--- src/rtl/fib_bcd_converter.sv ---
`default_nettype none
// ============================================================================
// Module   : fib_bcd_converter
// Brief    : Sequential double-dabble binary-to-BCD converter, one bit/cycle,
//            triggered on the rising edge of the Fibonacci generator's ready.
// Revision : 1.0 - initial release
// ============================================================================
module fib_bcd_converter #(
    parameter int inBits = 16,
    parameter int digits = 5
) (
    input  logic                  clk,
    input  logic                  reset,
    input  logic                  start,
    input  logic [inBits-1:0]     bin,
    output logic [4*digits-1:0]   bcd,
    output logic                  busy,
    output logic                  done
);

    localparam int C_CNT_W = $clog2(inBits + 1);
    localparam int C_BCD_W = 4 * digits;

    typedef enum logic [0:0] {
        S_IDLE  = 1'b0,
        S_SHIFT = 1'b1
    } state_t;

    state_t               r_state;
    state_t               w_state_nxt;
    logic                 r_start_q;
    logic [inBits-1:0]    r_bin;
    logic [inBits-1:0]    w_bin_nxt;
    logic [C_BCD_W-1:0]   r_scratch;
    logic [C_BCD_W-1:0]   w_scratch_nxt;
    logic [C_CNT_W-1:0]   r_cnt;
    logic [C_CNT_W-1:0]   w_cnt_nxt;
    logic [C_BCD_W-1:0]   r_bcd;
    logic [C_BCD_W-1:0]   w_bcd_nxt;
    logic                 r_done;
    logic                 w_done_nxt;
    logic                 w_trig;
    logic [C_BCD_W-1:0]   w_adj;

    assign w_trig = start & ~r_start_q;

    // Add-3 correction applied to every nibble before the shift.
    generate
        for (genvar k = 0; k < digits; k++) begin : g_adj
            assign w_adj[4*k +: 4] = (r_scratch[4*k +: 4] >= 4'd5)
                                   ? r_scratch[4*k +: 4] + 4'd3
                                   : r_scratch[4*k +: 4];
        end
    endgenerate

    always_comb begin
        w_state_nxt   = r_state;
        w_bin_nxt     = r_bin;
        w_scratch_nxt = r_scratch;
        w_cnt_nxt     = r_cnt;
        w_bcd_nxt     = r_bcd;
        w_done_nxt    = 1'b0;
        case (r_state)
            S_IDLE: begin
                if (w_trig) begin
                    w_bin_nxt     = bin;
                    w_scratch_nxt = '0;
                    w_cnt_nxt     = '0;
                    w_state_nxt   = S_SHIFT;
                end
            end
            S_SHIFT: begin
                w_scratch_nxt = {w_adj[C_BCD_W-2:0], r_bin[inBits-1]};
                w_bin_nxt     = {r_bin[inBits-2:0], 1'b0};
                w_cnt_nxt     = r_cnt + C_CNT_W'(1);
                if (r_cnt == C_CNT_W'(inBits - 1)) begin
                    w_bcd_nxt   = w_scratch_nxt;
                    w_done_nxt  = 1'b1;
                    w_state_nxt = S_IDLE;
                end
            end
            default: w_state_nxt = S_IDLE;
        endcase
    end

    always_ff @(posedge clk) begin
        if (reset) begin
            r_state   <= S_IDLE;
            r_start_q <= 1'b0;
            r_bin     <= '0;
            r_scratch <= '0;
            r_cnt     <= '0;
            r_bcd     <= '0;
            r_done    <= 1'b0;
        end else begin
            r_state   <= w_state_nxt;
            r_start_q <= start;
            r_bin     <= w_bin_nxt;
            r_scratch <= w_scratch_nxt;
            r_cnt     <= w_cnt_nxt;
            r_bcd     <= w_bcd_nxt;
            r_done    <= w_done_nxt;
        end
    end

    assign bcd  = r_bcd;
    assign busy = (r_state == S_SHIFT);
    assign done = r_done;

endmodule
`default_nettype wire

--- config.mk ---
export PLATFORM = sky130hd
export DESIGN_NAME = fib_bcd_converter
export DESIGN_NICKNAME = d
export VERILOG_FILES = /design/src/rtl/fib_bcd_converter.sv
export SDC_FILE = /design/constraint.sdc
export NUM_CORES = 1
export LEC_CHECK = 0
export BUFFER_PORTS_ARGS = -buffer_cell sky130_fd_sc_hd__buf_2
export CAP_MARGIN = 30
export CORE_MARGIN = 2
export CORE_UTILIZATION = 56
export CTS_CLUSTER_SIZE = 12
export DETAILED_ROUTE_END_ITERATION = 10
export PLACE_DENSITY_LB_ADDON = 0.25
export REMOVE_ABC_BUFFERS = 1
export SETUP_SLACK_MARGIN = 0.3
export SLEW_MARGIN = 15
export SYNTH_ARGS = -nofsm -noshare
export SYNTH_HDL_FRONTEND = slang
export SYNTH_SLANG_ARGS = --single-unit
--- constraint.sdc ---
create_clock -name clk -period 2.2 [get_ports clk]
set_input_delay 0.33 -clock clk [delete_from_list [all_inputs] [get_ports clk]]
set_output_delay 0.33 -clock clk [all_outputs]
set_load 0.05 [all_outputs]
# Yosys cells after proc, flatten, opt, wreduce, memory -nomap -nowiden
# Cells that the tools add are included.
dict set report totals {
  out_inout_bits 22
  wordCells 40
  romBits 0
  register_bits 64
  inputBits 19
  mem_bits_rw 0
  latchBits 0
  n_memories 0
}
dict set report op_classes {
  n_lt_le_gt_ge 5
  eq_ne 2
  bitwise 3
  reduce_logical 2
  multipliers 0
  mux 15
  div_mod_pow 0
  n_addsub 6
  n_shift 0
}
# operator n
set op_table {}
lappend op_table {{$pmux 20 s2} 1}
lappend op_table {{$pmux 16 s2} 1}
lappend op_table {{$ge 4x3->1 const B} 5}
lappend op_table {{$mux 20} 1}
lappend op_table {{$add 4x2->4 const B} 4}
lappend op_table {{$mux 16} 1}
lappend op_table {{$mux 4} 4}
lappend op_table {{$pmux 5 s2} 1}
lappend op_table {{$add 5x1->5 const B} 1}
lappend op_table {{$eq 5x4->1 const B} 1}
lappend op_table {{$mux 5} 1}
lappend op_table {{$add 3x2->3 const B} 1}
lappend op_table {{$mux 1} 3}
lappend op_table {{$mux 3} 1}
lappend op_table {{$ne 2x2->1 const B} 1}
lappend op_table {{$not 1->1} 2}
lappend op_table {{$pmux 1 s2} 1}
lappend op_table {{$reduce_and 2->1} 1}
lappend op_table {{$reduce_or 2->1} 1}
lappend op_table {{$and 1x1->1} 1}

# Logic depth before layout (Yosys ltp)
dict set report logic_depth {
  word_depth 4
  mapped_depth 9
}

# Least setup slack after synthesis
# Ideal clock, no wire load.
dict set report synth_timing {
  kind {reg-to-reg}
  from {register r_cnt[0]}
  to {register r_bcd[10] (netlist: bcd[10])}
  arrival_time_ns 1.500
  t_required_ns 2.083
  synth_period_minus_slack_ns 1.617
  path_stages_with_launch 10
  path_slack_ns 0.583
  path_cell_list {dfxtp_1 > ha_1 > and3_1 > ha_1 > nand2_1 > or2_1 > buf_6 > clkinv_2 > buf_6 > a22o_1}
}
dict set report synth_via {
  elab_chain_cells 2
}
# item line_no
set synth_lines {}
lappend synth_lines {{from (decl)} 36} ;# logic [C_CNT_W-1:0] r_cnt;
lappend synth_lines {{from (signal assigned)} 100} ;# r_cnt <= w_cnt_nxt;
lappend synth_lines {{$eq 5x4->1} 76} ;# if (r_cnt == C_CNT_W'(inBits - 1)) begin
lappend synth_lines {{$reduce_and 2->1 (no source line)} -}
lappend synth_lines {{to (signal assigned)} 101} ;# r_bcd <= w_bcd_nxt;
lappend synth_lines {{to (decl)} 38} ;# logic [C_BCD_W-1:0] r_bcd;
# Every way passes these cells.
# A chain may end at the register's enable or synchronous reset.

# Worst setup path after layout
dict set report layout_timing {
  from {register r_state (netlist: busy)}
  to {output busy}
}
# item line_no
set layout_rtl {}
lappend layout_rtl {{from (decl)} 29} ;# state_t r_state;
lappend layout_rtl {{from (signal assigned)} 96} ;# r_state <= w_state_nxt;
lappend layout_rtl {{to (decl)} 17} ;# output logic busy,
# No word-level cell between the ends.

==> metrics.txt <==
clock sink count 64; Primary FF master, synth dfxtp_1; CTS Hold Buffers Added 0; share of power burned in registers a little over half; register area about 0.0013 mm2; Multi-input gate area ~0.0014 mm2; die area between 0.005 and 0.006 mm2; CP startpoint kind flop; # IOs ~40; VDD IR max between 0.0003 and 0.0004 V; HP Start start; internal power approximately 1.7 mW; nets 368; slew margin rel. 61.0%; first-pass GRT wire length approximately 9000 um; port buffer count 40; Worst Clk Skew between 4 and 5 ps; switching portion of total power 23.5%; initial core utilization 57.0%; total core area between 0.005 and 0.006 mm2; CP startpoint busy$_SDFF_PP0_; post-detail-place hpwl about 3800 um; die height ~76 um; row cnt 26; Lkg Pwr between 1 and 1.5 nW; Seq/Total Area, Yosys about 45%; r2r startpoint r_cnt[0]$_SDFFE_PP0P_; Power Density roughly 670 mW/mm2; 1st-pass router iterations 4; status completed; Mapped Area about 0.0029 mm2; Hold Vio Cnt, Final 0; Clock Latency Late Sink 340 ps; drt wl/cell roughly 13 um; r2r setup slk ~480 ps; Post-synth EDFFs 0; n_diodes 0; DR iter-0 viols 90; CP Class flop to output port; global route overflow 0; Yosys reg bits between 60 and 70; vias in the first global route 2115; grt met3 use 5.42%; Hold Path Class input port to flop; post-CTS sizing 0; WP data required 1870 ps; DR vias around 2.2k; share of cells above drive strength 1 between 20% and 30%; chip width 75.6 um; DRT antenna net count 0; Post-Route Utilization approximately 65%; most numerous cell in the Yosys netlist dfxtp_1; detailed-route vias per instance around 5.4; Clk pin slew, worst setup/hold paths 60 ps; RSZ-0062 raised after global routing false; setup bufs post-CTS 0; CTS Buffer Depth 2; Most Crowded Layer GR met2; Syn. warnings 0; worst-margin pin slew 584 ps; final setup fails 0; DP Cell Count 396; fillers between 400 and 500; Clock Tree Root clkbuf_8; Synth area leader dfxtp_1; Max-Cap Viols 0; post-synth top area share ~45%; H-tree Lvls 3; f_max between 500 and 600 MHz; Final min period approximately 1800 ps; global routing usage on met1 about a quarter; crit path max fanout 26; Clock power frac a little under two fifths; CTS tree yes; Avg Cell Area, Syn 9.84 um2; post-synthesis cell count between 200 and 300; M2 GR Usage between 30% and 40%; dominant cells by area after synthesis dfxtp_1 (45%), mux2i_1 (7.3%), mux2_2 (5.9%); period utilization 82.2%; fin. max-slew vios 0; largest net degree at the start of global routing 27; Yosys cell types 32; drc violations 0; initial antenna violation count 0; Post-synth top cells dfxtp_1 (64), o21ai_0 (24), mux2i_1 (21); gr usage total a little over a fifth; cts bufs inserted 9; Net Sw Power just over 500 uW; crit path DAT 1480 ps; Final Wtd Congestion just over 0.7; Post-synth ARST share 0%; Final Non-Filler Cells just over 400; Area growth syn-to-layout 14.5%; final wirelength about 5400 um; Worst Setup End Kind output port; part of the power in combinational logic around 7.6%
==> layer usage <==
layer  share of wire, %  up-vias
met5                  0        -
met2                 48       43
met1                 46     1037
li1                   -     1120
met4                2.7        0
met3                4.0       15
==> cell families (layout without fill, tap and decap cells) <==
kind of cell | after synthesis | after routing | share of synthesized area (%)
simple gates | 76 | 76 | 14.2
compound gates | 71 | 71 | 16.1
xor+xnor | 5 | 5 | 1.52
buf+inv | 28 | 76 | 5.14
flops | 64 | 64 | 44.6
mux | 36 | 36 | 13.2
fa+ha+maj | 12 | 12 | 5.22
==> power groups by stage <==
stage	Clock, mW	Combinational [mW]	Sequential, mW
after floorplan	0	0.0959	1.24
after global placement	0	0.165	1.23
after detailed placement	0	0.169	1.23
after CTS	0.854	0.169	1.21
after global routing	0.909	0.185	1.21
final	0.839	0.168	1.21
==> path summary, 6_finish.rpt <==
path,endpoint,cells after the start
worst max-delay path,busy,2
worst min-delay path,r_start_q$_SDFF_PP0_,2
worst min register to register,bcd[8]$_SDFFE_PP0P_,2
worst max register to register,bcd[18]$_SDFFE_PP0P_,7
==> sequential cells by signal, indices dropped and copies added, names as in the netlist <==
register / count
bcd: 20
r_scratch: 20
r_bin: 16
r_cnt: 5
busy: 1
done: 1
r_start_q: 1
==> placed cells by master, fill, tap and decap left out <==
| cell | count |
|---|---|
| nand3_1 | 6 |
| a21oi_1 | 19 |
| a22o_1 | 19 |
| a32o_1 | 2 |
| mux2i_1 | 21 |
| nand3b_1 | 1 |
| dfxtp_2 | 1 |
| buf_2 | 40 |
| buf_4 | 10 |
| o21ai_0 | 24 |
| and3_1 | 1 |
| nor2_1 | 19 |
| nor3_1 | 2 |
| inv_1 | 11 |
| ha_1 | 12 |
| nand2_1 | 16 |
| or2_1 | 1 |
| xnor2_1 | 5 |
| mux2_2 | 15 |
| nor3b_1 | 15 |
| clkbuf_1 | 3 |
| a41oi_1 | 1 |
| nand2b_1 | 8 |
| nor2b_4 | 1 |
| nor2_2 | 1 |
| dfxtp_1 | 63 |
| clkinv_2 | 2 |
| clkbuf_8 | 10 |
| a21oi_2 | 4 |
| nor3_2 | 1 |
| o31a_1 | 2 |
| nor2b_1 | 4 |
==> metrics by stage <==
step | TNS [ps] | total power, mW | worst slack, ps | instance area [um2] | hold slack (ps)
4_1_cts | 0 | 2.23 | 383 | 3290 | 219
3_5_place_dp | 0 | 1.40 | 484 | 3140 | 437
5_1_grt | 0 | 2.30 | 308 | 3290 | 226
3_3_place_gp | 0 | 1.40 | 514 | 3140 | 431
2_1_floorplan | -11160 | 1.33 | -551 | 2770 | 399
6_report | 0 | 2.21 | 392 | 3290 | 232
==> worst max-delay path, cell delays in order (launching register included) <==
cell and delay, ps:
dfxtp_2 600, buf_4 260, buf_2 280
==> cell type report <==
class | count | area share, %
Multi-Input combinational cell | 200 | 43.9
Sequential cell | 64 | 39.0
Timing Repair Buffer | 50 | 8.37
Clock buffer | 13 | 4.52
Tap cell | 70 | 2.66
Inverter | 12 | 1.41
Clock inverter | 1 | 0.152
(Power assumes the default switching activity.)
